==> src/rtl/multicycle_ctrl_fsm.sv <==
// Main control FSM of the multi-cycle RV32I core: fetch/decode/execute/memory/writeback sequencing.
// Optional retired-instruction counter is enabled by defining MULTICYCLE_CTRL_INSTRET_EN.
module multicycle_ctrl_fsm #(
    parameter int MEM_WAIT_MAX = 0
) (
    input  logic        clk,
    input  logic        rst,
    input  logic [6:0]  opcode,
    input  logic        branch_taken,
    input  logic        mem_ready,
    output logic        pc_write,
    output logic        ir_write,
    output logic        adr_src,
    output logic        mem_req,
    output logic        mem_we,
    output logic        reg_write,
    output logic [1:0]  alu_src_a,
    output logic [1:0]  alu_src_b,
    output logic [1:0]  alu_op,
    output logic [1:0]  result_src,
    output logic        illegal,
    output logic        bus_err,
    output logic [3:0]  state,
    output logic [31:0] instret
);

    typedef enum logic [3:0] {
        S_FETCH     = 4'd0,
        S_DECODE    = 4'd1,
        S_MEM_ADDR  = 4'd2,
        S_MEM_RD    = 4'd3,
        S_WB_MEM    = 4'd4,
        S_MEM_WR    = 4'd5,
        S_EXEC_R    = 4'd6,
        S_EXEC_I    = 4'd7,
        S_WB_ALU    = 4'd8,
        S_BRANCH    = 4'd9,
        S_JALR_ADDR = 4'd10,
        S_JUMP      = 4'd11,
        S_LUI       = 4'd12,
        S_AUIPC     = 4'd13,
        S_ILLEGAL   = 4'd14,
        S_BUS_ERR   = 4'd15
    } state_t;

    localparam int CNT_W = (MEM_WAIT_MAX > 0) ? $clog2(MEM_WAIT_MAX + 1) : 1;
    localparam logic [CNT_W-1:0] WAIT_LAST = CNT_W'((MEM_WAIT_MAX > 0) ? MEM_WAIT_MAX - 1 : 0);
    localparam bit TIMEOUT_EN = (MEM_WAIT_MAX > 0);

    state_t           state_q;
    logic [CNT_W-1:0] wait_cnt;
    logic [CNT_W-1:0] wait_cnt_inc;
    logic             waiting;
    logic             timeout;

    assign waiting      = (state_q == S_FETCH) || (state_q == S_MEM_RD) || (state_q == S_MEM_WR);
    assign wait_cnt_inc = (wait_cnt == {CNT_W{1'b1}}) ? wait_cnt : wait_cnt + 1'b1;
    // mem_ready on the last allowed cycle still completes the request normally.
    assign timeout      = TIMEOUT_EN && waiting && !mem_ready && (wait_cnt == WAIT_LAST);

    // NOTE: sequential state uses non-blocking assignments so every flop samples pre-edge values.
    always_ff @(posedge clk or posedge rst) begin
        if (rst) begin
            state_q  <= S_FETCH;
            wait_cnt <= '0;
        end else begin
            wait_cnt <= '0;
            if (timeout) begin
                state_q <= S_BUS_ERR;
            end else begin
                case (state_q)
                    S_FETCH: begin
                        if (mem_ready) state_q <= S_DECODE;
                        else           wait_cnt <= wait_cnt_inc;
                    end
                    S_DECODE: begin
                        case (opcode)
                            7'b0000011, 7'b0100011: state_q <= S_MEM_ADDR;
                            7'b0110011:             state_q <= S_EXEC_R;
                            7'b0010011:             state_q <= S_EXEC_I;
                            7'b1100011:             state_q <= S_BRANCH;
                            7'b1101111:             state_q <= S_JUMP;
                            7'b1100111:             state_q <= S_JALR_ADDR;
                            7'b0110111:             state_q <= S_LUI;
                            7'b0010111:             state_q <= S_AUIPC;
                            default:                state_q <= S_ILLEGAL;
                        endcase
                    end
                    S_MEM_ADDR:  state_q <= opcode[5] ? S_MEM_WR : S_MEM_RD;
                    S_MEM_RD: begin
                        if (mem_ready) state_q <= S_WB_MEM;
                        else           wait_cnt <= wait_cnt_inc;
                    end
                    S_WB_MEM:    state_q <= S_FETCH;
                    S_MEM_WR: begin
                        if (mem_ready) state_q <= S_FETCH;
                        else           wait_cnt <= wait_cnt_inc;
                    end
                    S_EXEC_R:    state_q <= S_WB_ALU;
                    S_EXEC_I:    state_q <= S_WB_ALU;
                    S_WB_ALU:    state_q <= S_FETCH;
                    S_BRANCH:    state_q <= S_FETCH;
                    S_JALR_ADDR: state_q <= S_JUMP;
                    S_JUMP:      state_q <= S_WB_ALU;
                    S_LUI:       state_q <= S_WB_ALU;
                    S_AUIPC:     state_q <= S_WB_ALU;
                    S_ILLEGAL:   state_q <= S_ILLEGAL;
                    S_BUS_ERR:   state_q <= S_BUS_ERR;
                endcase
            end
        end
    end

    // NOTE: every output gets a default first so no path through the case infers a latch.
    always_comb begin
        pc_write   = 1'b0;
        ir_write   = 1'b0;
        adr_src    = 1'b0;
        mem_req    = 1'b0;
        mem_we     = 1'b0;
        reg_write  = 1'b0;
        alu_src_a  = 2'd0;
        alu_src_b  = 2'd0;
        alu_op     = 2'd0;
        result_src = 2'd0;
        illegal    = 1'b0;
        bus_err    = 1'b0;
        case (state_q)
            S_FETCH: begin
                mem_req    = 1'b1;
                alu_src_b  = 2'd2;
                result_src = 2'd2;
                ir_write   = mem_ready;
                pc_write   = mem_ready;
            end
            S_DECODE: begin
                alu_src_a = 2'd1;
                alu_src_b = 2'd1;
            end
            S_MEM_ADDR: begin
                alu_src_a = 2'd2;
                alu_src_b = 2'd1;
            end
            S_MEM_RD: begin
                mem_req = 1'b1;
                adr_src = 1'b1;
            end
            S_WB_MEM: begin
                result_src = 2'd1;
                reg_write  = 1'b1;
            end
            S_MEM_WR: begin
                mem_req = 1'b1;
                mem_we  = 1'b1;
                adr_src = 1'b1;
            end
            S_EXEC_R: begin
                alu_src_a = 2'd2;
                alu_op    = 2'd2;
            end
            S_EXEC_I: begin
                alu_src_a = 2'd2;
                alu_src_b = 2'd1;
                alu_op    = 2'd2;
            end
            S_WB_ALU:  reg_write = 1'b1;
            S_BRANCH: begin
                alu_src_a = 2'd2;
                alu_op    = 2'd1;
                pc_write  = branch_taken;
            end
            S_JALR_ADDR: begin
                alu_src_a = 2'd2;
                alu_src_b = 2'd1;
            end
            S_JUMP: begin
                alu_src_a = 2'd1;
                alu_src_b = 2'd2;
                pc_write  = 1'b1;
            end
            S_LUI: begin
                alu_src_a = 2'd3;
                alu_src_b = 2'd1;
            end
            S_AUIPC: begin
                alu_src_a = 2'd1;
                alu_src_b = 2'd1;
            end
            S_ILLEGAL: illegal = 1'b1;
            S_BUS_ERR: bus_err = 1'b1;
        endcase
        // Reset is asynchronous, so outputs must be silenced before the next edge.
        if (rst) begin
            pc_write   = 1'b0;
            ir_write   = 1'b0;
            adr_src    = 1'b0;
            mem_req    = 1'b0;
            mem_we     = 1'b0;
            reg_write  = 1'b0;
            alu_src_a  = 2'd0;
            alu_src_b  = 2'd0;
            alu_op     = 2'd0;
            result_src = 2'd0;
            illegal    = 1'b0;
            bus_err    = 1'b0;
        end
    end

    assign state = state_q;

`ifdef MULTICYCLE_CTRL_INSTRET_EN
    logic        retire;
    logic [31:0] instret_q;

    assign retire = (state_q == S_WB_MEM) || (state_q == S_WB_ALU) || (state_q == S_BRANCH)
                 || ((state_q == S_MEM_WR) && mem_ready);

    always_ff @(posedge clk or posedge rst) begin
        if (rst)         instret_q <= '0;
        else if (retire) instret_q <= instret_q + 32'd1;
    end

    assign instret = instret_q;
`else
    assign instret = '0;
`endif

endmodule

==> config.mk <==
export PLATFORM = sky130hd
export DESIGN_NAME = multicycle_ctrl_fsm
export DESIGN_NICKNAME = d
export VERILOG_FILES = /design/src/rtl/multicycle_ctrl_fsm.sv
export SDC_FILE = /design/constraint.sdc
export NUM_CORES = 1
export LEC_CHECK = 0
export ABC_CLOCK_PERIOD_IN_PS = 2700
export BUFFER_PORTS_ARGS = -buffer_cell sky130_fd_sc_hd__buf_2
export CORE_UTILIZATION = 34
export CTS_CLUSTER_DIAMETER = 200
export DETAILED_ROUTE_END_ITERATION = 7
export GPL_ROUTABILITY_DRIVEN = 0
export PLACE_DENSITY = 0.71
export SLEW_MARGIN = 40
export SYNTH_ARGS = -nofsm -noshare
export SYNTH_HDL_FRONTEND = slang
export SYNTH_SLANG_ARGS = --single-unit
export TNS_END_PERCENT = 30
==> constraint.sdc <==
create_clock -name clk -period 2.7 [get_ports clk]
set_input_delay 0.135 -clock clk [delete_from_list [all_inputs] [get_ports clk]]
set_output_delay 0.135 -clock clk [all_outputs]
set_load 0.005 [all_outputs]
==> Word level (Yosys, flattened, before mapping) <==
Cells that the tools add are included.
{ "totals": {"regBits": 4, "inputBits": 11, "out_inout_bits": 52, "elab_cells": 71} }
{ "classes": {"eq_ne": 27, "mux": 30, "reduce_logical": 13} }
{ "op_table": {"columns": ["operator", "count"], "rows": [
  ["one-hot mux 4 bit (10 select lines)", 1],
  ["equality test 4 bit (second input constant)", 8],
  ["one-hot mux 4 bit (8 select lines)", 1],
  ["equality test 7 x 6 -> 1 bit (second input constant)", 3],
  ["equality test 7 bit (second input constant)", 3],
  ["equality test 4 x 3 -> 1 bit (second input constant)", 4],
  ["two-way mux 1 bit", 15],
  ["equality test 7 x 5 -> 1 bit (second input constant)", 2],
  ["two-way mux 4 bit", 3],
  ["one-hot mux 2 bit (2 select lines)", 3],
  ["OR reduction 2 bit", 5],
  ["OR reduction 5 bit", 2],
  ["OR reduction 3 bit", 3],
  ["equality test 4 x 2 -> 1 bit (second input constant)", 2],
  ["two-way mux 2 bit", 4],
  ["equality test 7 x 2 -> 1 bit (second input constant)", 1],
  ["inequality test 2 bit (second input constant)", 3],
  ["one-hot mux 2 bit (3 select lines)", 1],
  ["OR reduction 6 bit", 1],
  ["equality test 4 x 1 -> 1 bit (second input constant)", 1],
  ["logical NOT 4 bit", 1],
  ["two-way mux 3 bit", 1],
  ["one-hot mux 1 bit (3 select lines)", 1],
  ["AND reduction 3 bit", 1]
]} }

==> Depth between registers and ports, before layout <==
{ "depth": {"depth_word": 4, "depth_mapped": 6, "ltp_nobuf": 4} }

==> Worst setup path after synthesis <==
No wires, ideal clock.
{ "synth_timing": {"path_type": "register to output", "start": "register state_q[0] (netlist: state[0])", "end": "output port pc_write", "arrival_time_ns": 1.118, "required_ns": 2.565, "path_slack_ns": 1.447, "path_stages_with_launch": 6, "n_path_buf": 2, "path_cell_list": "dfrtp_1 > buf_4 > buf_6 > nor3_2 > nand2_1 > a21boi_0"} }
{ "synth_via": {"elab_chain_cells": 3, "elab_cells_between_ends": 5, "classes_between": "2 x eq/ne; 2 x mux; 1 x reduce/logical"} }
{ "synth_rtl": {"columns": ["element", "line_no", "source"], "rows": [
  ["start, declared", "50", "state_t state_q;"],
  ["start signal, assigned", "89", "S_MEM_ADDR: state_q <= opcode[5] ? S_MEM_WR : S_MEM_RD;"],
  ["equality test 4 bit or logical NOT 4 bit (tied branches)", null, null],
  ["one-hot mux 1 bit (3 select lines) (*)", "128", "case (state_q)"],
  ["two-way mux 1 bit (*)", "193", "if (rst) begin"],
  ["end, declared", "11", "output logic pc_write,"]
]} }
Mark *: on every way between the ends. The rest lies on a longest branch, timed or not.

==> Worst setup path in the final report <==
{ "layout_timing": {"start": "register state_q[2] (netlist: state[2])", "end": "output port alu_src_a[1]"} }
{ "layout_via": {"elab_chain_cells": 4, "elab_cells_between_ends": 13, "classes_between": "9 x eq/ne; 2 x mux; 2 x reduce/logical"} }
{ "layout_rtl": {"columns": ["element", "line_no", "source"], "rows": [
  ["equality test 4 bit, or another cell as far along", "128", null],
  ["OR reduction 5 bit (no source line) or OR reduction 3 bit (tied branches)", null, null],
  ["one-hot mux 2 bit (3 select lines) (*)", "128", null],
  ["two-way mux 2 bit (*)", "193", null],
  ["end, declared", "17", "output logic [1:0] alu_src_a,"]
]} }
Marks and branches as above.

==> impl_metrics.toml <==
[floorplanning]
die_area_sq_mm = 0.00283
dieWidth_um = 53.2
die_y_um = 53.2
io_pins = 63
core_sq_mm = 0.00248
initial_core_util_pct = 36.0
row_count = 18

[synth]
synth_warnings = 0
synth_seq_cells = 4
syn_avg_cell_area_sq_um = 7.07
async_flop_share_pct = 100
yosysUniqueCellTypes = 37
synthCells = 126
synth-edff-count = 0
synthesis.area_sq_um = 891
yosysSeqAreaShare_pct = 11.2
ys.flop_type = "dfrtp_1"

[placement]
dp_slack_ps = 1080
dpl.hpwl_um = 1280
portBuffers = 30
placed_cell_area_sq_um = 895

[critical_path]
r2r_cells = 3
cp.arrival_ps = 1750
r2r_start = "state[2]$_DFFE_PP0P_"
rr_endpoint = "state[2]$_DFFE_PP0P_"
endpoint_kind = "output port"
cp-start-kind = "flip-flop"
cp.required_ps = 2570
cp_max_fo = 23
rrSetupSlack_ps = 1130
startpoint = "state[2]$_DFFE_PP0P_"
path_class = "reg2out"

[flow_run]
drv_cap = 0

[power_and_ir_drop]
p_int_w = 0.000344
leakage_nw = 0.482
power.share.clock_pct = 10.5
switchingPower_w = 0.000355
p_comb_share_pct = 58.9
power.ir.vdd_worst_mv = 0.367
sw_frac_of_total_pct = 50.8
powerDensity_mw_per_mm2 = 755
p_total_w = 0.000700
seq_power_share_pct = 30.6

[sta]
layout_setup_ws_ps = 820
finClkSkew_ps = 1.87
max_freq_ghz = 0.532
tns_ps = 0
finalCriticalPeriod_ps = 1880
setup-violations-final = 0
finalHoldViolations = 0
tightest_slew_ps = 723
rsz0062_at_grt = "false"
slew_headroom_pct = 51.8
slew_viol_final = 0
finalCritPeriodShare_pct = 69.6

[final_layout]
fin_area_sq_um = 927
largest_reg_flops = 4
fillers = 275
multi_input_area_sq_um = 599
drive_gt1_share_pct = 24.0
nets = 163
synthToLayoutAreaGrowth_pct = 4.07
insertedDiodeCount = 0
final_util_pct = 37.4
register_area_sq_um = 100

[global_routing]
antenna_found_initial = 0
grt_max_degree = 26
track_usage_pct = 12.3
grt-ovfl-total = 0
grt_pass1_vias = 581
grt_pass1_wl_um = 2590

[cts]
cts_made_buffers = 3
ctsResizeCount = 0
clk-insertion-delay-late_ps = 230
post-cts-setup-buffers = 0
cts_hold_buffers = 1
cts.sinks = 4
clk_pin_slew_ps = 40
htree_num_levels = 1
cts_tree = "done"
cts.path.max_buffers = 2
root_buffer = "clkbuf_4"

[routing]
vias = 838
drt_iter0_drc = 20
wire_per_inst_um = 9.56
drt-total-wl_um = 1720
drtAntennaViolNets = 0
dr.pass1.iters = 4
drc = 0
viasPerCell = 4.66

[hold_path]
min_path_cells = 3
hold_path_end = "state[3]$_DFFE_PP0P_"
min_from = "opcode[6]"
hp-class = "in2reg"

[run_status]
status = "completed"
## placed cells by master (no fill, tap or decap), drive strengths merged, types with 4 or more instances in the layout
master / instances
buf: 30
nand2b: 4
nand3b: 4
o21ai: 7
dfrtp: 4
nand2: 6
nor3: 9
a21oi: 7
conb: 32
nor2: 8
## synth_stat cells (2+ instances only)
master	number	area (sq um)
a21oi_1	7	35.0
and2_1	3	18.8
and3_1	3	18.8
buf_2	3	15.0
buf_4	36	270
dfrtp_1	4	100
inv_1	2	7.51
mux2i_1	2	20.0
nand2_1	6	22.5
nand2b_1	3	18.8
nand3_1	2	10.0
nand3b_1	4	30.0
nor2_1	8	30.0
nor2b_1	2	12.5
nor3_1	8	40.0
nor4_1	3	18.8
o21ai_0	6	30.0
o22a_1	2	17.5
o22ai_1	3	18.8
xnor2_1	2	17.5
## area by class of cell
class / count / share of cell area (%)
inverter: 2 / 0.810
sequential: 4 / 10.8
tap: 30 / 4.05
timing repair buffer: 31 / 17.3
clock buffer: 3 / 2.43
multi-input combinational: 110 / 64.6
## power by group through the flow
| stage | Combinational [W] | Sequential [W] | Clock [W] |
|---|---|---|---|
| after CTS | 0.000413 | 0.000214 | 0.0000757 |
| after global routing | 0.000479 | 0.000231 | 0.0000819 |
| after detailed placement | 0.000411 | 0.000216 | 0 |
| after floorplan | 0.000454 | 0.000115 | 0 |
| final | 0.000412 | 0.000214 | 0.0000735 |
| after global placement | 0.000410 | 0.000212 | 0 |
## worst max-delay path, stage by stage (launching register included)
cell	delay [ps]
dfrtp_1	760
xor2_1	250
a21oi_1	100
a211oi_1	240
buf_2	150
## worst max-delay path by stage
stage / endpoint / slack [ps]
2_1_floorplan: pc_write / 1450
5_1_grt: alu_src_a[1] / 620
6_report: alu_src_a[1] / 820
3_3_place_gp: alu_src_a[1] / 1090
4_1_cts: alu_src_a[1] / 820
3_5_place_dp: alu_src_a[1] / 1080
## layer usage
metal / part of all wire, % / wire (um) / track usage, %
met5: 0 / 0 / 0
met3: 10 / 180 / 4.31
met4: 0 / 0 / 1.32
met2: 40 / 688 / 19.0
met1: 49 / 851 / 16.8
## cell families after synthesis
kind of cell	synth area share, %
xor+xnor	2.95
simple gates	28.4
buf+inv	34.5
other cells	0.421
mux	2.25
compound gates	20.2
flops	11.2
## stage by stage
| step | hold slack, ps | instances |
|---|---|---|
| 5_1_grt | 222 | 180 |
| 2_1_floorplan | -90.5 | 157 |
| 3_3_place_gp | 130 | 176 |
| 6_report | 216 | 180 |
| 3_5_place_dp | 134 | 176 |
| 4_1_cts | 205 | 180 |
No activity file was read; power rests on OpenSTA's default activity.
